**src/rtl/traffic_monitor.sv**
```systemverilog
// Passive lamp-protocol checker for the two-road traffic light controller.
// Latency: a violation sampled at edge k pulses for one cycle after edge k.
// Backpressure: none; observe-only, never stalls or drives the controller.
module traffic_monitor #(
    parameter int G_TICKS = 5,
    parameter int Y_TICKS = 2,
    parameter int CNT_W   = 4
) (
    input  logic             clk,
    input  logic             rst,
    input  logic             tick,
    input  logic             ns_g,
    input  logic             ns_y,
    input  logic             ns_r,
    input  logic             ew_g,
    input  logic             ew_y,
    input  logic             ew_r,
    output logic [1:0]       phase,
    output logic             locked,
    output logic             err_illegal,
    output logic             err_seq,
    output logic             err_dur,
    output logic             err_any,
    output logic [7:0]       cycles
);

    typedef enum logic {UNSYNC, TRACK} state_t;

    localparam logic [CNT_W-1:0] CNT_MAX = '1;
    localparam logic [CNT_W-1:0] CNT_ONE = CNT_W'(1);
    localparam logic [CNT_W-1:0] G_EXP   = CNT_W'(G_TICKS);
    localparam logic [CNT_W-1:0] Y_EXP   = CNT_W'(Y_TICKS);

    state_t           state_q, state_d;
    logic [1:0]       phase_q, phase_d;
    logic [CNT_W-1:0] cnt_q, cnt_d;
    logic             partial_q, partial_d;
    logic             ovr_q, ovr_d;
    logic             ill_q, ill_d;
    logic             seq_q, seq_d;
    logic             dur_q, dur_d;
    logic             any_q, any_d;
    logic [7:0]       cycles_q, cycles_d;

    logic [5:0]       lamps;
    logic             samp_vld;
    logic [1:0]       samp_phase;
    logic [1:0]       succ_phase;
    logic [CNT_W-1:0] exp_cnt;
    logic [CNT_W-1:0] cnt_inc;
    logic [CNT_W-1:0] cnt_start;

    assign lamps = {ns_g, ns_y, ns_r, ew_g, ew_y, ew_r};

    // Only the four exact two-lamp patterns are legal; anything else is illegal.
    always_comb begin
        samp_vld   = 1'b1;
        samp_phase = 2'd0;
        case (lamps)
            6'b100001: samp_phase = 2'd0;
            6'b010001: samp_phase = 2'd1;
            6'b001100: samp_phase = 2'd2;
            6'b001010: samp_phase = 2'd3;
            default:   samp_vld   = 1'b0;
        endcase
    end

    assign succ_phase = phase_q + 2'd1;
    assign exp_cnt    = phase_q[0] ? Y_EXP : G_EXP;
    assign cnt_inc    = (cnt_q == CNT_MAX) ? cnt_q : cnt_q + CNT_ONE;
    assign cnt_start  = tick ? CNT_ONE : '0;

    always_comb begin
        state_d   = state_q;
        phase_d   = phase_q;
        cnt_d     = cnt_q;
        partial_d = partial_q;
        ovr_d     = ovr_q;
        ill_d     = 1'b0;
        seq_d     = 1'b0;
        dur_d     = 1'b0;
        cycles_d  = cycles_q;

        case (state_q)
            TRACK: begin
                if (!samp_vld) begin
                    ill_d   = 1'b1;
                    state_d = UNSYNC;
                end else if (samp_phase == phase_q) begin
                    if (tick) begin
                        cnt_d = cnt_inc;
                        // Overrun fires once, on the tick that passes the expected count.
                        if (cnt_q == exp_cnt && !ovr_q) begin
                            dur_d = 1'b1;
                            ovr_d = 1'b1;
                        end
                    end
                end else if (samp_phase == succ_phase) begin
                    if (!partial_q && !ovr_q && cnt_q != exp_cnt)
                        dur_d = 1'b1;
                    if (phase_q == 2'd3)
                        cycles_d = cycles_q + 8'd1;
                    phase_d   = samp_phase;
                    cnt_d     = cnt_start;
                    partial_d = 1'b0;
                    ovr_d     = 1'b0;
                end else begin
                    seq_d     = 1'b1;
                    phase_d   = samp_phase;
                    cnt_d     = cnt_start;
                    partial_d = 1'b1;
                    ovr_d     = 1'b0;
                end
            end
            UNSYNC: begin
                if (samp_vld) begin
                    state_d   = TRACK;
                    phase_d   = samp_phase;
                    cnt_d     = cnt_start;
                    partial_d = 1'b1;
                    ovr_d     = 1'b0;
                end
            end
        endcase

        any_d = any_q | ill_d | seq_d | dur_d;
    end

    always_ff @(posedge clk) begin
        if (rst) begin
            state_q   <= TRACK;
            phase_q   <= 2'd0;
            cnt_q     <= '0;
            partial_q <= 1'b0;
            ovr_q     <= 1'b0;
            ill_q     <= 1'b0;
            seq_q     <= 1'b0;
            dur_q     <= 1'b0;
            any_q     <= 1'b0;
            cycles_q  <= 8'd0;
        end else begin
            state_q   <= state_d;
            phase_q   <= phase_d;
            cnt_q     <= cnt_d;
            partial_q <= partial_d;
            ovr_q     <= ovr_d;
            ill_q     <= ill_d;
            seq_q     <= seq_d;
            dur_q     <= dur_d;
            any_q     <= any_d;
            cycles_q  <= cycles_d;
        end
    end

    assign phase       = phase_q;
    assign locked      = (state_q == TRACK);
    assign err_illegal = ill_q;
    assign err_seq     = seq_q;
    assign err_dur     = dur_q;
    assign err_any     = any_q;
    assign cycles      = cycles_q;

endmodule
```
**config.mk**
```make
export PLATFORM = sky130hd
export DESIGN_NAME = traffic_monitor
export DESIGN_NICKNAME = d
export VERILOG_FILES = /design/src/rtl/traffic_monitor.sv
export SDC_FILE = /design/constraint.sdc
export NUM_CORES = 1
export LEC_CHECK = 0
export ABC_AREA = 1
export BUFFER_PORTS_ARGS = -buffer_cell sky130_fd_sc_hd__buf_2
export CORE_UTILIZATION = 55
export DETAILED_ROUTE_END_ITERATION = 8
export GPL_TIMING_DRIVEN = 0
export PLACE_DENSITY = 0.86
export RECOVER_POWER = 50
export SYNTH_ARGS = -nofsm -noshare
export SYNTH_HDL_FRONTEND = slang
export SYNTH_SLANG_ARGS = --single-unit
```
**constraint.sdc**
```tcl
create_clock -name clk -period 1.81 [get_ports clk]
set_input_delay 0.0905 -clock clk [delete_from_list [all_inputs] [get_ports clk]]
set_output_delay 0.0905 -clock clk [all_outputs]
set_load 0.02 [all_outputs]
```
==> flow_summary.ini, run 1 <==
[run_status]
status = complete, no violations

[global_routing]
grt_max_degree = 12
grt_first_pass_wirelength_um = 4960
antenna_found_initial = 0
grt-ovfl-total = 0
track_usage_pct = 24.2
grt_pass1_vias = 1179

[synthesis]
ys_types = 30
ys_warn_count = 0
yosys_register_bits = 21
synth_ff_type = dfxtp_1
netlist_instances = 182
synth.top_cell.area_share_pct = 30.8
synth_top_area_cell = dfxtp_1
synth_edf_count = 0
synth_top_family_by_area = simple AND/OR/NAND/NOR gates
yosysMostFrequentCell = nand2_1
synth_common_cells = nand2_1 (27), nor2_1 (22), dfxtp_1 (21)
synth.area.top_cells = dfxtp_1 (31%), nand2_1 (7.4%), nand3_1 (7.3%)
syn_nets = 194
yosys.area_share.simple_pct = 45.5
syn-cell-area_um2 = 1370
seq_area_frac_synth_pct = 30.8
synth_compound_gate_area_share_pct = 9.71
syn_avg_cell_area_um2 = 7.51
synth-xor-area-share_pct = 5.13
synthAdderAreaFrac_pct = 2.75
synth.area.mux_share_pct = 0
synth-async-reset-ratio_pct = 0

[clocking]
cts_tree = built
clock_sinks = 21
clkLatencyLatePin_ns = 0.31
cts.hold.buffers_added = 0
h-tree-depth = 1
root_buffer = clkbuf_4
cts_buffer_depth = 2
clk_pin_slew_worst_paths_ns = 0.12
numCtsBuffers = 3

[route]
first_iter_violations = 40
drt_pass1_iterations = 5
drc = 0
vias = 1279
avgRoutedWirePerCell_um = 12.4
via_per_inst = 5.40
routed_wl_um = 2930
antenna_left = 0

[setup_path]
reg2reg_depth = 8
setup.worst_path.end_class = flop
critPathSlowestCell = dfxtp_2
required_ns = 2.05
start_kind = flop
cp_cell_sequence = ha_1 > inv_1 > nand2_2 > nand2_1 > nand3_4 > nor2_8 > nand2_1 > a21oi_1
crit_type = reg -> reg
cp_max_fo = 9
reg2reg_from = phase[0]
critical_path_arrival_ns = 1.89
max_stage_delay_ns = 0.44
startpoint = phase[0]
cp_common_cell = nand2_1

[die]
die_w_um = 51.8
die_area_um2 = 2690
start_util_pct = 60.0
ios = 24
coreArea_um2 = 2280
fp.dieH_um = 51.8
rows = 17

[sta]
fmax_ghz = 0.607
rsz0062_at_grt = false
fin_hold_ws_ns = 0.166
clock-skew-final_ns = 0.00306
hold_viol_final = 0
fin_setup_tns_ns = 0
slew_viol_final = 0
tightest_slew_ns = 0.475
finalCriticalPeriod_ns = 1.65
setup_violations = 0
period_share_pct = 91.0
slew_headroom_pct = 68.4

[finish]
nNetsFinal = 222
layout-drive-gt1-share_pct = 20.6
fillers = 195
syn2layout_area_growth_pct = 11.0
antenna_cells = 0

[pwr]
p_leak_nw = 0.685
peakVddDrop_mv = 0.524
power_density_nw_per_um2 = 554

[place]
gp_congestion = 0.814
portBuffers = 23
hpwl_um = 2260

[hold_path]
hold_class = in -> reg
min_path_cells = 5
hp-start = tick

[run]
cap_violations = 0
-- cell families after synthesis --
family                     Yosys count
AOI/OAI and AO/OA                   25
buffers and inverters               22
xor gates and xnor gates             8
adders and majority gates            3
and+or+nand+nor                    103
DFF                                 21
-- metal layers --
layer | up-vias | GRT usage [%] | part of all wire, %
met5 | - | 0 | 0
met4 | 0 | 4.05 | 0
met3 | 0 | 6.14 | 3.5
met2 | 30 | 45.9 | 52
met1 | 595 | 27.0 | 44
li1 | 654 | - | -
-- layout make-up --
cell class	instances	area, µm²	area share (%)
plain buffers	1	3.75	0.248
clock buffers	4	26.3	1.73
inverters	21	80.1	5.28
multi-input cells	139	852	56.2
flip-flops and latches	21	422	27.8
well taps	28	35.0	2.31
repair buffers	23	97.6	6.44
-- placed cells by master (no fill, tap or decap), types with 2 or more instances in the layout --
cell type,synthesis,routed
nand2_1,27,28
nor2_1,22,23
nand3_1,20,20
dfxtp_1,21,20
inv_1,17,17
clkbuf_1,1,16
a21oi_1,10,10
o21ai_0,10,10
buf_2,0,9
nand2_2,9,8
nand2_4,6,6
xor2_1,4,4
nand4_1,4,4
xnor2_1,4,4
inv_2,3,3
nand3_2,3,3
ha_1,3,3
clkbuf_4,0,3
nand3_4,2,2
nand2_8,2,2
o21ai_1,2,2
-- path summary, 6_finish.rpt --
check / end / slack (ns)
worst max register to register: cycles[5] / 0.16
worst min-delay path: cnt_q[0] / 0.17
worst min register to register: partial_q / 0.51
worst max-delay path: cycles[5] / 0.16
-- per-stage QoR --
step	utilization, %	cell area (µm²)	total power, mW	worst slack, ns	cells
floorplan	-	1370	0.580	0.206	182
global placement	66.6	1520	0.613	0.220	233
detailed placement	66.6	1520	0.619	0.110	233
CTS	67.8	1540	0.844	0.0996	237
global route	66.6	1520	0.871	0.0727	237
finish	66.6	1520	0.840	0.163	237
-- registers in the layout, indices dropped and copies added (netlist names) --
signal / count
cnt_q: 4
cycles: 8
err_any: 1
err_dur: 1
err_illegal: 1
err_seq: 1
locked: 1
ovr_q: 1
partial_q: 1
phase: 2
-- power by group --
part | switching, mW | internal (mW)
Clock | 0.147 | 0.0860
Sequential | 0.0119 | 0.471
Combinational | 0.0836 | 0.0402
-- worst max-delay path, delay by kind of cell, from the launching register on --
family          cells  cell delay [ns]
buf+inv             1             0.07
fa+ha+maj           1             0.28
compound gates      1             0.15
simple gates        5             0.65
flops               1             0.44
-- repair_timing --
item	in CTS	in global routing
resized for setup	0	1
endpoints found under the hold margin	0	0
buffers inserted	0	0
endpoints found under the setup margin	0	2
Power figures use the tool's default switching activity.
==> run 2: changes to the inputs <==
Settings changed: CORE_UTILIZATION 55 to 57, CTS_BUF_LIST set to sky130_fd_sc_hd__clkbuf_8, PLACE_DENSITY 0.86 to 0.88.
==> run 2 against run 1 <==
Clock skew fell by 0.0020 ns. Non-clock buffer count did not move. Hold slack improved by 0.033 ns. Combinational power barely moved. Critical path type unchanged. Largest power group unchanged.
==> flow_summary.ini, run 2 (synthesis gave the netlist of run 1 again) <==
[sta]
fin_setup_tns_ns = 0
period_share_pct = 89.4
slew_viol_final = 0
hold_viol_final = 0
slew_headroom_pct = 66.9
setup_violations = 0
tightest_slew_ns = 0.496
finalCriticalPeriod_ns = 1.62
clock-skew-final_ns = 0.00106
fmax_ghz = 0.618
timing.final.ws_setup_ns = 0.192
rsz0062_at_grt = false

[setup_path]
cp_top_family = simple AND/OR/NAND/NOR gates
cp_max_fo = 9
cp_num_buf_inv = 1
max_stage_delay_ns = 0.43
crit_type = reg -> reg
critPathSlowestCell = dfxtp_2
reg2reg_depth = 8
critical_path_arrival_ns = 1.82
required_ns = 2.01
cp.depth = 8
cp_common_cell = nand2_2
r2r_slack_ns = 0.19
setup.worst_path.end_class = flop
start_kind = flop
cp_cell_sequence = ha_1 > inv_1 > nand2_2 > nand2_2 > nand3_4 > nor2_8 > nand2_1 > a21oi_1

[finish]
nNetsFinal = 222
fillers = 205
final_common_cell = nand2_1
antenna_cells = 0
layout-drive-gt1-share_pct = 21.5
final_cell_mix = nand2_1 (27), nor2_1 (23), nand3_1 (20), dfxtp_1 (20), inv_1 (17)
syn2layout_area_growth_pct = 12.6
largest_register_ffs = 8

[global_routing]
grt_max_degree = 13
antenna_found_initial = 0
grt_pass1_vias = 1166
grt-ovfl-total = 0
track_usage_pct = 26.1
grt_first_pass_wirelength_um = 5050

[die]
start_util_pct = 61.2
fp.dieH_um = 51.0
rows = 17
ios = 24
die_area_um2 = 2600
coreArea_um2 = 2230
die_w_um = 51.0

[pwr]
power_uw = 926
p_leak_nw = 0.696
power_density_nw_per_um2 = 602
peakVddDrop_mv = 0.494

[clocking]
clkLatencyLatePin_ns = 0.27
clk_pin_slew_worst_paths_ns = 0.08
cts_setup_buffers = 0
h-tree-depth = 1
cts_buffer_depth = 2
clock_sinks = 21
numCtsBuffers = 3
root_buffer = clkbuf_8
cts_tree = built

[route]
via_per_inst = 5.44
vias = 1290
antenna_left = 0
drt_pass1_iterations = 4
routed_wl_um = 3030
drc = 0
first_iter_violations = 42
avgRoutedWirePerCell_um = 12.8

[run]
cap_violations = 0

[place]
portBuffers = 23
dp_slack_ns = 0.122
gp_congestion = 0.835
hpwl_um = 2260

[hold_path]
min_path_cells = 5
hold_class = in -> reg

[run_status]
status = complete, no violations
[run 2: changes by cell type in the layout (fill, tap and decap cells not counted), sizes merged]
cell	delta
clkinv	+1
clkbuf	-1
[run 2: path summary, 6_finish.rpt]
| path | to | start |
|---|---|---|
| worst max register to register | cycles[6] | phase[0] |
| worst min-delay path | cnt_q[0] | tick |
| worst min register to register | partial_q | partial_q |
| worst max-delay path | cycles[6] | phase[0] |
[run 2: area by class of cell]
| class | count | area, µm² | share of cell area [%] |
|---|---|---|---|
| Clock inverter | 1 | 5.00 | 0.325 |
| Inverter | 21 | 80.1 | 5.20 |
| Timing Repair Buffer | 23 | 97.6 | 6.34 |
| Sequential cell | 21 | 422 | 27.4 |
| Tap cell | 28 | 35.0 | 2.28 |
| Clock buffer | 3 | 41.3 | 2.68 |
| Buffer | 1 | 3.75 | 0.244 |
| Multi-Input combinational cell | 139 | 855 | 55.5 |
[run 2: power breakdown]
| group | leakage (nW) | internal (mW) | switching (mW) |
|---|---|---|---|
| Combinational | 0.499 | 0.0403 | 0.0836 |
| Clock | 0.0255 | 0.154 | 0.166 |
| Sequential | 0.171 | 0.470 | 0.0121 |
[run 2: what timing repair did]
item	in CTS	in global routing
endpoints found under the setup margin	0	8
resized for setup	0	1
hold buffers	0	0
[run 2: metrics by stage]
step / instance area (µm²) / util [%] / cells / hold WS [ns]
2_1_floorplan: 1370 / - / 182 / 0.296
3_3_place_gp: 1520 / 67.9 / 233 / 0.461
3_5_place_dp: 1520 / 67.9 / 233 / 0.473
4_1_cts: 1560 / 70.0 / 237 / 0.197
5_1_grt: 1540 / 68.9 / 237 / 0.211
6_report: 1540 / 68.9 / 237 / 0.200
[run 2: metal layers]
metal,routed length (µm),vias to the layer above,track usage [%]
met4,31,0,8.80
met1,1300,594,29.5
li1,-,661,-
met5,0,-,0
met3,141,5,6.85
met2,1550,30,46.7
[run 2: worst reg2reg max path: stages, from the launching register on]
cell and delay, ns:
dfxtp_2 0.43, ha_1 0.28, inv_1 0.09, nand2_2 0.06
nand2_2 0.10, nand3_4 0.15, nor2_8 0.22, nand2_1 0.08
a21oi_1 0.14
